$ cat config.mk
export PLATFORM = sky130hd
export DESIGN_NAME = bcd_uart_reporter
export DESIGN_NICKNAME = d
export VERILOG_FILES = /design/src/rtl/fmeter_pkg.sv /design/src/rtl/bcd_uart_reporter_if.sv /design/src/rtl/uart_tx_byte.sv /design/src/rtl/bcd_uart_reporter.sv
export SDC_FILE = /design/constraint.sdc
export NUM_CORES = 1
export LEC_CHECK = 0
export CAP_MARGIN = 30
export CORE_MARGIN = 2
export CORE_UTILIZATION = 33
export CTS_CLUSTER_SIZE = 10
export DETAILED_ROUTE_END_ITERATION = 10
export GPL_TIMING_DRIVEN = 1
export PLACE_DENSITY = 0.54
export SETUP_SLACK_MARGIN = 0.2
export SLEW_MARGIN = 20
export SYNTH_ARGS = -nofsm -noshare
export SYNTH_HDL_FRONTEND = slang
export SYNTH_SLANG_ARGS = --single-unit
$ cat constraint.sdc
create_clock -name CLK100MHz -period 2.7 [get_ports CLK100MHz]
set_input_delay 0.27 -clock CLK100MHz [delete_from_list [all_inputs] [get_ports CLK100MHz]]
set_output_delay 0.27 -clock CLK100MHz [all_outputs]
set_load 0.005 [all_outputs]
$ cat src/rtl/fmeter_pkg.sv
// rtl/fmeter_pkg.sv - shared constants, state enums and digit encoding for the BCD UART reporter
package fmeter_pkg;

    localparam logic [7:0] ASCII_ZERO = 8'h30;
    localparam logic [7:0] ASCII_CR   = 8'h0D;
    localparam logic [7:0] ASCII_LF   = 8'h0A;
    localparam logic [7:0] ASCII_BAD  = 8'h3F;

    // SKIP can burn up to eight cycles inside the first start bit, so keep BAUD_DIV >= 10.
    localparam int BAUD_DIV_DEFAULT = 1736;

    typedef enum logic [2:0] {
        IDLE,
        SKIP,
        START,
        DATA,
        STOP,
        NEXT
    } rep_state_t;

    typedef enum logic [1:0] {
        SEL_DIGIT,
        SEL_CR,
        SEL_LF,
        SEL_END
    } char_sel_t;

    function automatic logic [7:0] digit_to_ascii(input logic [3:0] d);
        return (d <= 4'd9) ? (ASCII_ZERO + {4'd0, d}) : ASCII_BAD;
    endfunction

endpackage

$ cat src/rtl/bcd_uart_reporter_if.sv
// rtl/bcd_uart_reporter_if.sv - byte/start/done handshake between character sequencer and serializer
interface bcd_uart_reporter_if;

    logic [7:0] tx_byte;
    logic       tx_start;
    logic       tx_bit_end;
    logic [3:0] tx_bit_idx;
    logic       tx_done;

    // tx_byte is sampled at the end of the start bit, not at tx_start.
    modport master (
        output tx_byte,
        output tx_start,
        input  tx_bit_end,
        input  tx_bit_idx,
        input  tx_done
    );

    modport slave (
        input  tx_byte,
        input  tx_start,
        output tx_bit_end,
        output tx_bit_idx,
        output tx_done
    );

endinterface

$ cat src/rtl/uart_tx_byte.sv
// rtl/uart_tx_byte.sv - 8N1 byte serializer with baud counter, bit counter and shift register
module uart_tx_byte
    import fmeter_pkg::*;
#(
    parameter int BAUD_DIV = BAUD_DIV_DEFAULT
) (
    input  logic                       clk,
    input  logic                       rst_n,
    bcd_uart_reporter_if.slave         tx,
    output logic                       txd
);

    localparam int CW = $clog2(BAUD_DIV);

    logic [CW-1:0] baud_cnt_q, baud_cnt_d;
    logic [3:0]    bit_idx_q, bit_idx_d;
    logic [7:0]    shift_q, shift_d;
    logic          busy_q, busy_d;
    logic          txd_q, txd_d;
    logic          bit_end;

    assign bit_end       = busy_q && (baud_cnt_q == CW'(BAUD_DIV - 1));
    assign tx.tx_bit_end = bit_end;
    assign tx.tx_bit_idx = bit_idx_q;
    assign tx.tx_done    = bit_end && (bit_idx_q == 4'd9);
    assign txd           = txd_q;

    always_comb begin
        baud_cnt_d = baud_cnt_q;
        bit_idx_d  = bit_idx_q;
        shift_d    = shift_q;
        busy_d     = busy_q;
        txd_d      = txd_q;

        if (busy_q) begin
            baud_cnt_d = bit_end ? '0 : baud_cnt_q + CW'(1);
            if (bit_end) begin
                bit_idx_d = bit_idx_q + 4'd1;
                if (bit_idx_q == 4'd0) begin
                    txd_d   = tx.tx_byte[0];
                    shift_d = {1'b1, tx.tx_byte[7:1]};
                end else if (bit_idx_q == 4'd9) begin
                    busy_d    = 1'b0;
                    txd_d     = 1'b1;
                    bit_idx_d = '0;
                end else begin
                    // Ones shifted in from the top become the stop bit after data bit 7.
                    txd_d   = shift_q[0];
                    shift_d = {1'b1, shift_q[7:1]};
                end
            end
        end

        // A start during the final stop cycle chains the next frame with no idle gap.
        if (tx.tx_start && (!busy_q || tx.tx_done)) begin
            busy_d     = 1'b1;
            baud_cnt_d = '0;
            bit_idx_d  = '0;
            txd_d      = 1'b0;
        end
    end

    always_ff @(posedge clk or negedge rst_n) begin
        if (!rst_n) begin
            baud_cnt_q <= '0;
            bit_idx_q  <= '0;
            shift_q    <= '0;
            busy_q     <= 1'b0;
            txd_q      <= 1'b1;
        end else begin
            baud_cnt_q <= baud_cnt_d;
            bit_idx_q  <= bit_idx_d;
            shift_q    <= shift_d;
            busy_q     <= busy_d;
            txd_q      <= txd_d;
        end
    end

endmodule

$ cat src/rtl/bcd_uart_reporter.sv
// rtl/bcd_uart_reporter.sv - sends each accepted 8-digit BCD value as an ASCII line over a UART
module bcd_uart_reporter
    import fmeter_pkg::*;
#(
    parameter int BAUD_DIV    = BAUD_DIV_DEFAULT,
    parameter int LZ_SUPPRESS = 1
) (
    input  logic        CLK100MHz,
    input  logic        RST_N,
    input  logic [31:0] BCD_IN,
    input  logic        BCD_VALID,
    output logic        BCD_READY,
    output logic        TXD,
    output logic        DROPPED
);

    rep_state_t  state_q, state_d;
    char_sel_t   sel_q, sel_d;
    logic [31:0] digits_q, digits_d;
    logic [2:0]  digit_idx_q, digit_idx_d;
    logic        ready_q, ready_d;
    logic        dropped_q, dropped_d;

    logic [3:0]  cur_digit;
    logic        accept;
    logic [7:0]  tx_byte;
    logic        tx_start;

    bcd_uart_reporter_if tx_if ();

    uart_tx_byte #(
        .BAUD_DIV (BAUD_DIV)
    ) u_tx (
        .clk   (CLK100MHz),
        .rst_n (RST_N),
        .tx    (tx_if.slave),
        .txd   (TXD)
    );

    assign cur_digit      = digits_q[{digit_idx_q, 2'b00} +: 4];
    assign accept         = BCD_VALID && ready_q;
    assign tx_if.tx_byte  = tx_byte;
    assign tx_if.tx_start = tx_start;
    assign BCD_READY      = ready_q;
    assign DROPPED        = dropped_q;

    always_comb begin
        tx_byte = ASCII_LF;
        case (sel_q)
            SEL_DIGIT: tx_byte = digit_to_ascii(cur_digit);
            SEL_CR:    tx_byte = ASCII_CR;
            default:   tx_byte = ASCII_LF;
        endcase
    end

    always_comb begin
        state_d     = state_q;
        sel_d       = sel_q;
        digits_d    = digits_q;
        digit_idx_d = digit_idx_q;
        ready_d     = ready_q;
        dropped_d   = BCD_VALID && !ready_q;
        tx_start    = 1'b0;

        case (state_q)
            IDLE: begin
                ready_d = 1'b1;
                if (accept) begin
                    digits_d    = BCD_IN;
                    digit_idx_d = 3'd7;
                    sel_d       = SEL_DIGIT;
                    ready_d     = 1'b0;
                    tx_start    = 1'b1;
                    state_d     = SKIP;
                end
            end
            // The start bit is already on the wire while leading zeros are skipped.
            SKIP: begin
                if ((LZ_SUPPRESS != 0) && (digit_idx_q != 3'd0) && (cur_digit == 4'd0)) begin
                    digit_idx_d = digit_idx_q - 3'd1;
                end else begin
                    state_d = START;
                end
            end
            START: begin
                if (tx_if.tx_bit_end) begin
                    state_d = DATA;
                end
            end
            DATA: begin
                if (tx_if.tx_bit_end && (tx_if.tx_bit_idx == 4'd8)) begin
                    state_d = STOP;
                end
            end
            // Advance to the next character early; the serializer already holds this byte.
            STOP: begin
                case (sel_q)
                    SEL_DIGIT: begin
                        if (digit_idx_q == 3'd0) begin
                            sel_d = SEL_CR;
                        end else begin
                            digit_idx_d = digit_idx_q - 3'd1;
                        end
                    end
                    SEL_CR:  sel_d = SEL_LF;
                    default: sel_d = SEL_END;
                endcase
                state_d = NEXT;
            end
            NEXT: begin
                if (tx_if.tx_done) begin
                    if (sel_q == SEL_END) begin
                        ready_d = 1'b1;
                        state_d = IDLE;
                    end else begin
                        tx_start = 1'b1;
                        state_d  = START;
                    end
                end
            end
            default: state_d = IDLE;
        endcase
    end

    always_ff @(posedge CLK100MHz or negedge RST_N) begin
        if (!RST_N) begin
            state_q     <= IDLE;
            sel_q       <= SEL_DIGIT;
            digits_q    <= '0;
            digit_idx_q <= '0;
            ready_q     <= 1'b0;
            dropped_q   <= 1'b0;
        end else begin
            state_q     <= state_d;
            sel_q       <= sel_d;
            digits_q    <= digits_d;
            digit_idx_q <= digit_idx_d;
            ready_q     <= ready_d;
            dropped_q   <= dropped_d;
        end
    end

endmodule

# Yosys cells after proc, flatten, opt, wreduce, memory -nomap -nowiden

Cells that the tools add are included.
W data, S select, Z words.

Output and inout bits: 3
Flip-flop bits (word level): 67
Input bits: 35

Multiplexer cells: 46
Magnitude comparators: 1
Equality and inequality tests: 21
Add/sub/neg operators: 4
Reductions and logical operators: 28
Shift-type cells: 1

Operators by type and width:

| kind                    | number |
|---|---|
| $mux W11                | 3 |
| $shiftx A32 B6 Y4       | 1 |
| $mux W3                 | 9 |
| $mux W4                 | 5 |
| $ne A2 B2 Y1 const B    | 9 |
| $pmux W3 S6             | 1 |
| $mux W1                 | 16 |
| $mux W8                 | 2 |
| $pmux W7 S2             | 1 |
| $add A11 B1 Y11 const B | 1 |
| $eq A11 B11 Y1 const B  | 1 |
| $reduce_and A5 Y1       | 2 |
| $pmux W3 S3             | 1 |
| $reduce_and A3 Y1       | 3 |
| $eq A4 B4 Y1 const B    | 2 |
| $logic_not A4 Y1        | 2 |
| $pmux W2 S2             | 2 |
| $reduce_bool A2 Y1      | 4 |
| $add A6 B4 Y7 const A   | 1 |
| $logic_and A1 B1 Y1     | 7 |
| $mux W7                 | 1 |
| $eq A3 B2 Y1 const B    | 2 |
| $eq A3 B3 Y1 const B    | 2 |
| $logic_not A3 Y1        | 2 |
| other kinds (15)        | 21 |

# Depth between registers and ports, before layout

Gate-level depths: netlist of the first run.

Depth after elaboration: 8
Mapped depth: 9
Gate-level depth less buffers: 8

# Hierarchy

From an unflattened synthesis of the first run, not the netlist that was laid out.

Cell total of the unflattened synthesis: 314
Area total of the unflattened synthesis: 3564.7 um^2

Modules (own cells, without submodules):

| module            | times used | cells an instance | area each (um^2) | seq. area each (um^2) |
|---|---|---|---|---|
| bcd_uart_reporter | 1          | 170               | 2164.6           | 1051.0 |
| uart_tx_byte      | 1          | 144               | 1400.1           | 626.9 |

# Worst setup path before layout of the first run

OpenSTA, ideal clock, no wires.

Path kind: register -> register
Start: reg digit_idx_q[0]
End: reg digit_idx_q[2]
Arrival: 1995 ps
Library setup time: 69 ps
Slack: 636 ps
Stages on the path, launching flop included: 8
Clock period less this slack: 2064 ps
Data required time: 2631 ps
Cells stage by stage: dfrtp_1 -> buf_6 -> mux4_2 -> mux2_4 -> nor3_4 -> a21boi_2 -> or3_1 -> nand3_1

Longest elaborated chain between the ends: 5
Elaborated cells on any way between the ends: 13
Classes of those cells: add/sub (1); eq/ne (2); shift (1); mux (4); reduce/logical (5)

Ends and longest elaborated chain:

| what                        | RTL line                 | source |
|---|---|---|
| start, declared             | bcd_uart_reporter.sv:20  | `logic [2:0] digit_idx_q, digit_idx_d;` |
| start signal, assigned      | bcd_uart_reporter.sv:137 | `digit_idx_q <= digit_idx_d;` |
| $shiftx A32 B6 Y4           | bcd_uart_reporter.sv:40  | `assign cur_digit = digits_q[{digit_idx_q, 2'b00} +: 4];` |
| $logic_not A4 Y1            | bcd_uart_reporter.sv:79  | `if ((LZ_SUPPRESS != 0) && (digit_idx_q != 3'd0) && (cur_digit == 4'd0)) begin` |
| $logic_and A1 B1 Y1         | bcd_uart_reporter.sv:79  |  |
| $ne A2 B2 Y1 (no line)      | n/a                      |  |
| $reduce_and A5 Y1 (no line) | n/a                      |  |

Parallel ways exist; a longest one is shown, timed or not. The select of a mux whose other input is x is not followed.
A chain may end at the register's enable or synchronous reset.

# Worst setup path in the final report of the first run

Start: reg digit_idx_q[0]
End: reg u_tx.txd_q, in the netlist u_tx.txd

Longest elaborated chain between the ends: 8
Elaborated cells on any way between the ends: 9
Classes of those cells: add/sub (1); order compare (1); shift (1); mux (6)

Ends and longest elaborated chain:

| what                                                 | RTL line                | source |
|---|---|---|
| $shiftx A32 B6 Y4 *                                  | bcd_uart_reporter.sv:40 |  |
| $add A6 B4 Y7 / $le A4 B4 Y1 (equally long branches) | fmeter_pkg.sv:29        | `return (d <= 4'd9) ? (ASCII_ZERO + {4'd0, d}) : ASCII_BAD;` |
| $mux W7 *                                            | fmeter_pkg.sv:29        |  |
| $pmux W7 S2 *                                        | bcd_uart_reporter.sv:49 | `case (sel_q)` |
| $mux W1 *                                            | uart_tx_byte.sv:39      | `if (bit_idx_q == 4'd0) begin` |
| $mux W1 *                                            | uart_tx_byte.sv:37      | `if (bit_end) begin` |
| $mux W1 *                                            | uart_tx_byte.sv:35      | `if (busy_q) begin` |
| $mux W1 *                                            | uart_tx_byte.sv:55      | `if (tx.tx_start && (!busy_q \|\| tx.tx_done)) begin` |
| end signal, assigned                                 | uart_tx_byte.sv:75      | `txd_q <= txd_d;` |
| end, declared                                        | uart_tx_byte.sv:19      | `logic txd_q, txd_d;` |

Every way passes the cells marked *; elsewhere a longest branch is shown, timed or not. The select of a mux whose other input is x is not followed.

==> results of run 1 <==
layout make-up:
| class | instances | area [um2] | share of cell area |
|---|---|---|---|
| clock buffers | 9 | 123.9 | 0.02969 |
| clock inverters | 7 | 67.56 | 0.01620 |
| inverters | 10 | 37.54 | 0.008998 |
| multi-input cells | 281 | 1660 | 0.3980 |
| flip-flops and latches | 67 | 1679 | 0.4025 |
| well taps | 136 | 170.2 | 0.04079 |
| repair buffers | 44 | 432.9 | 0.1038 |
metal layers:
layer | track usage | up-vias | wire, um
li1 | - | 1353 | -
met1 | 0.1710 | 1252 | 3427
met2 | 0.2459 | 44 | 3647
met3 | 0.03311 | 10 | 263
met4 | 0.05566 | 0 | 125
met5 | 0 | - | 0
flip-flops by register name (all words and copies together), names as in the netlist, 2 cells and up:
register and count:
digits_q 32, u_tx.baud_cnt_q 11, u_tx.shift_q 8, u_tx.tx.tx_bit_idx 4, digit_idx_q 3, state_q 3
sel_q 2
cell families (layout without fill, tap and decap cells):
kind of cell | Yosys count | count (layout) | share of synthesized area
AOI/OAI and AO/OA | 62 | 62 | 0.1108
xor gates and xnor gates | 8 | 8 | 0.02022
adders and majority gates | 6 | 6 | 0.02166
buffers and inverters | 32 | 70 | 0.03683
DFF | 67 | 67 | 0.4841
muxes | 14 | 14 | 0.07942
and+or+nand+nor | 191 | 191 | 0.2469
stage by stage:
stage          cell area [um2]  hold WS, ns  cells  setup slack, ns  total power, mW
3_3_place_gp              3969       0.3175    537           0.3809            1.098
5_1_grt                   4172       0.4329    554           0.3330            1.989
3_5_place_dp              3969       0.3242    537           0.3135            1.100
2_1_floorplan             3466     -0.02559    380           0.6362            1.025
4_1_cts                   4170       0.4290    554           0.2837            1.935
6_report                  4172       0.4366    554           0.4450            1.907
critical path, stage by stage, from the launching register on:
cell and delay, ns:
dfrtp_2 0.51, mux4_1 0.58, mux2_2 0.32, nor2_4 0.17
inv_1 0.05, a2111oi_0 0.43, o41ai_1 0.12
synth_stat cells, types with 2 or more instances:
master / instances / area, um2
and3_1: 4 / 25.02
nand3b_1: 2 / 15.01
or3_1: 2 / 12.51
a22oi_1: 2 / 15.01
mux4_1: 7 / 183.9
nand3_1: 8 / 40.04
ha_1: 6 / 75.07
clkbuf_1: 19 / 71.32
o31ai_1: 2 / 15.01
o22ai_1: 6 / 37.54
nand2_1: 128 / 480.5
buf_1: 2 / 7.510
inv_1: 10 / 37.54
nor2_1: 19 / 71.32
a31oi_1: 3 / 18.77
xnor2_1: 7 / 61.31
nor3_1: 5 / 25.02
a21oi_1: 14 / 70.07
mux2_2: 3 / 33.78
nor2b_1: 6 / 37.54
mux2i_1: 2 / 20.02
o21ai_0: 20 / 100.1
dfrtp_1: 66 / 1652
nand2b_1: 2 / 12.51
o22a_1: 3 / 26.28
a211oi_1: 2 / 15.01
nor3b_1: 6 / 45.04
worst max-delay path by stage:
stage	startpoint	to	slack, ns	depth (start not counted)
5_1_grt	digit_idx_q[0]	u_tx.txd	0.33	6
3_3_place_gp	digit_idx_q[0]	digit_idx_q[2]	0.38	6
2_1_floorplan	digit_idx_q[0]	digit_idx_q[2]	0.64	7
6_report	digit_idx_q[0]	u_tx.txd	0.44	6
3_5_place_dp	digit_idx_q[0]	digit_idx_q[2]	0.31	6
4_1_cts	digit_idx_q[0]	u_tx.txd	0.28	6
power breakdown:
group          switching (mW)  internal (mW)  leakage, nW  total, mW
Combinational          0.0273         0.0478         1.04     0.0752
Clock                   0.404          0.424        0.103      0.828
Sequential           0.000204           1.00        0.858       1.00
Total                   0.431           1.48         2.00       1.91
timing repair:
action                                  4_1_cts  5_1_grt
hold endpoints to repair                     66        0
gates resized for setup                       0        1
hold buffers                                  1        0
endpoints found under the setup margin        0        2
==> summary.txt, run 1 <==
Outcome
  • Outcome: complete, no violations

Clocking
  • Clock buffer depth: 2
  • CTS root buf: clkbuf_8
  • Post-CTS setup buffer count: 0
  • Clk Latency, worst-skew pair: about 0.35 ns
  • H-Tree Depth: 3
  • CTS tree: done
  • Number of buffers created by CTS: 9
  • TritonCTS Sinks: 67
  • Clock transition at the registers of the reported paths: 0.08 ns

Route
  • DRC errors left: 0
  • DRT Pass-1 Iters: 4
  • Routed length per instance: 13.47 um
  • Avg Vias per Cell: 4.800
  • Vias: 2659
  • Total Wirelength: around 7500 um
  • DRT antenna net count: 0
  • Drt initial violations: between 100 and 150

Worst setup path
  • Worst Setup Start Kind: flip-flop
  • Critical Path AT: 2.52 ns
  • FF-to-FF End: u_tx.txd
  • Flop2flop setup slack: 0.44 ns
  • Critical path fanouts, max: 11
  • CP required: 2.97 ns
  • Critical path class: reg -> reg
  • R2R cell count: 6
  • Reg2reg start: digit_idx_q[0]
  • CP Capture Type: flip-flop

Timing
  • Worst Clk Skew: 0.007058 ns
  • Final Slew Violations: 0
  • Hold Violations, Final: 0
  • Period utilisation layout: 0.8352
  • TNS Setup: 0 ns
  • Fmax: 443.5 MHz
  • Slew @ Worst Pin: around 0.44 ns
  • RSZ-0062 raised after global routing: no
  • Max_slew headroom: 0.7010
  • Final Setup Violations: 0
  • Final min period: 2.255 ns

Synthesis
  • EDFF count, synth: 0
  • Top FF cell, synth: dfrtp_1
  • Cell Area, Synth: 0.003466 mm2
  • Synth Net Count: between 400 and 500
  • Yosys cell types: 51
  • Seq cells post-synth: 67
  • Sequential fraction of the synthesis area: 0.4841
  • Fraction of registers with async set or reset after synthesis: 1.000
  • Avg Inst Size Synth: approximately 9.1 um2
  • Ys Warns: 0
  • Mapped Cells: 380

Die
  • Die area: 0.01134 mm2
  • Die X: 106.5 um
  • Initial Util: 0.3372
  • Rows: 37
  • Core Area: 0.01028 mm2
  • Die H: 106.5 um
  • Num ports: 38

Final layout
  • Most frequent cells in the layout: 128 x nand2_1, 65 x dfrtp_1, 36 x clkdlybuf4s50_1
  • Layout fillers: between 1000 and 1500
  • # diodes: 0
  • Layout cell share with drive strength beyond 1: 0.09091
  • Layout overhead on the synthesized area: 20.36%
  • Commonest non-fill, non-tap cell in the layout: nand2_1
  • Finished Core Util: 0.4059
  • Final-stage net count: 454

Global route
  • First-pass GRT wire length: 12740 um
  • Largest net degree at the start of global routing: 68
  • Vias in the first global route: 2731
  • Grt total ovfl: 0
  • Tot GR Track Use: 0.1421
  • Initial antenna violation count: 0

Worst hold path
  • Hold WC Path Type: in -> async

Power and ir drop
  • Worst VDD drop: 0.2304 mV
  • PwrDens: between 400 and 500 mW/mm2
  • Leakage: about 2.0 nW

Placed design
  • DP Wirelength: 5231 um
  • IO Port Bufs: 37
  • Final Wtd Congestion: a little under 0.8

Job
  • Max Cap Viol: 0
Note: power is estimated with default switching activity, not from simulation.
==> run 2: changes to the inputs <==
==> constraint.sdc (replaced) <==
create_clock -name CLK100MHz -period 2.35 [get_ports CLK100MHz]
set_input_delay 0.235 -clock CLK100MHz [delete_from_list [all_inputs] [get_ports CLK100MHz]]
set_output_delay 0.235 -clock CLK100MHz [all_outputs]
set_load 0.005 [all_outputs]
==> summary.txt, run 2 (synthesis results as in run 1) <==
Route
  • DRC errors left: 0
  • Vias: between 2000 and 3000
  • DRT antenna net count: 0
  • DRT Pass-1 Iters: 4
  • Total Wirelength: 7820 um
  • Drt initial violations: between 100 and 150
  • Routed length per instance: 13.74 um
  • Avg Vias per Cell: 4.830

Timing
  • Final Setup Violations: 0
  • Hold Violations, Final: 0
  • Fmax: 472.3 MHz
  • RSZ-0062 raised after global routing: yes
  • Slew @ Worst Pin: 0.4652 ns
  • Period utilisation layout: 0.9010
  • Final Slew Violations: 0
  • Worst Clk Skew: 0.01234 ns
  • Worst Slack Setup Final: between 0.2 and 0.25 ns
  • Max_slew headroom: 0.6899
  • Final min period: 2.117 ns

Worst setup path
  • Worst Setup EP: u_tx.shift_q[1]
  • FF-to-FF End: u_tx.shift_q[1]
  • Critical path fanouts, max: 6
  • Critical path class: reg -> reg
  • Critical Path AT: 2.35 ns
  • CP Capture Type: flip-flop
  • Worst Setup Start Kind: flip-flop
  • CP required: 2.59 ns
  • Flop2flop setup slack: 0.23 ns
  • R2R cell count: 7
  • Reg2reg start: digit_idx_q[0]
  • Worst setup path startpoint: digit_idx_q[0]

Global route
  • GR Layer Usage met3: 0.04231
  • Initial antenna violation count: 0
  • Met2 GRT Util: 0.2440
  • First-pass GRT wire length: 13390 um
  • Met1 usage: 0.1926
  • Tot GR Track Use: 0.1504
  • Vias in the first global route: 2783
  • Gr busiest metal: met2
  • Largest net degree at the start of global routing: 37
  • Grt total ovfl: 0

Job
  • Max Cap Viol: 0

Die
  • Die H: 106.5 um
  • Die X: 106.5 um
  • Die area: roughly 0.011 mm2
  • Initial Util: 0.3372
  • Num ports: 38
  • Core Area: 0.01028 mm2
  • Rows: 37

Final layout
  • Finished Core Util: 0.4216
  • Max FFs per register: 32
  • Layout fillers: 1069
  • Most frequent cells in the layout: 128 x nand2_1, 64 x dfrtp_1, 36 x clkdlybuf4s50_1
  • Commonest non-fill, non-tap cell in the layout: nand2_1
  • Final-stage net count: 469
  • Biggest regs: digits_q x32, u_tx.baud_cnt_q x11, u_tx.shift_q x8
  • Layout cell share with drive strength beyond 1: 0.1432
  • Layout overhead on the synthesized area: 25.02%
  • Biggest register: digits_q
  • # diodes: 0

Power and ir drop
  • Comb pwr share: 0.037
  • Worst VDD drop: 0.2093 mV
  • Switching pwr: 546.4 uW
  • Leakage: 2.050 nW
  • Reg power frac: 0.510
  • PwrDens: 521.8 mW/mm2
  • P_int: 1.715 mW
  • Switching Fraction: 0.2417
  • Clock Power Share: 0.453

Clocking
  • Clk Latency, worst-skew pair: 0.36 ns
  • Clock buffer depth: 2
  • CTS tree: done
  • TritonCTS Sinks: 67
  • H-Tree Depth: 3
  • Number of buffers created by CTS: 9
  • CTS root buf: clkbuf_8
  • Clock transition at the registers of the reported paths: around 0.09 ns

Placed design
  • DP Wirelength: 5489 um
  • IO Port Bufs: 37
  • DP Worst Slack: -0.01601 ns
  • Final Wtd Congestion: around 0.77

Outcome
  • Outcome: complete, no violations

Worst hold path
  • Hold WC Path Type: in -> reg
==> run 2: critical path, stage by stage, from the launching register on <==
cell and delay (ns):
dfrtp_2 0.39, buf_8 0.13, mux4_2 0.51, mux2_4 0.30, buf_4 0.14, a211o_2 0.33, a22oi_2 0.12, o21ai_1 0.07
==> run 2: metal layers <==
metal / up-vias / part of all wire
li1: 1379 / -
met1: 1303 / 0.47
met2: 56 / 0.48
met3: 10 / 0.041
met4: 0 / 0.014
met5: - / 0
==> run 2: per-stage QoR <==
| step | hold slack, ns | area, um2 | total power, mW | std cells | setup TNS [ns] |
|---|---|---|---|---|---|
| floorplan | -0.06059 | 3466 | 1.177 | 380 | 0 |
| global placement | 0.2938 | 4016 | 1.261 | 545 | 0 |
| detailed placement | 0.2994 | 4016 | 1.262 | 545 | -0.04407 |
| CTS | 0.3802 | 4265 | 2.300 | 566 | 0 |
| global route | 0.3861 | 4333 | 2.352 | 569 | 0 |
| finish | 0.3935 | 4333 | 2.261 | 569 | 0 |
==> run 2: final cells by class <==
type,instances,area (um2),share of cell area
sequential,67,1680,0.3878
multi-input combinational,281,1678,0.3872
timing repair buffer,59,560.5,0.1294
tap,136,170.2,0.03927
clock buffer,9,123.9,0.02859
clock inverter,7,82.58,0.01906
inverter,10,37.54,0.008663
==> run 2: what timing repair did <==
item / in CTS / in global routing
resized for setup: 6 / 15
buffers inserted: 4 / 3
hold buffers: 1 / 0
pin swaps: 0 / 5
hold endpoints to repair: 66 / 0
setup endpoints to repair: 7 / 10
==> run 2: how the worst min path moves through the flow <==
stage	start	end	slack, ns	cells past startpoint
after floorplan	RST_N	BCD_READY	-0.06	0
after global placement	RST_N	u_tx.baud_cnt_q[0]	0.29	2
after detailed placement	RST_N	u_tx.baud_cnt_q[0]	0.30	2
after CTS	BCD_IN[4]	digits_q[4]	0.38	3
after global routing	BCD_IN[0]	digits_q[0]	0.39	3
final	BCD_IN[4]	digits_q[4]	0.39	3
==> run 2: power groups by stage <==
| stage | combinational [mW] | clock, mW | sequential (mW) |
|---|---|---|---|
| CTS | 0.0878 | 1.06 | 1.15 |
| finish | 0.0845 | 1.02 | 1.15 |
| floorplan | 0.00116 | 0 | 1.18 |
| global route | 0.0947 | 1.10 | 1.15 |
| detailed placement | 0.0859 | 0 | 1.18 |
| global placement | 0.0848 | 0 | 1.18 |
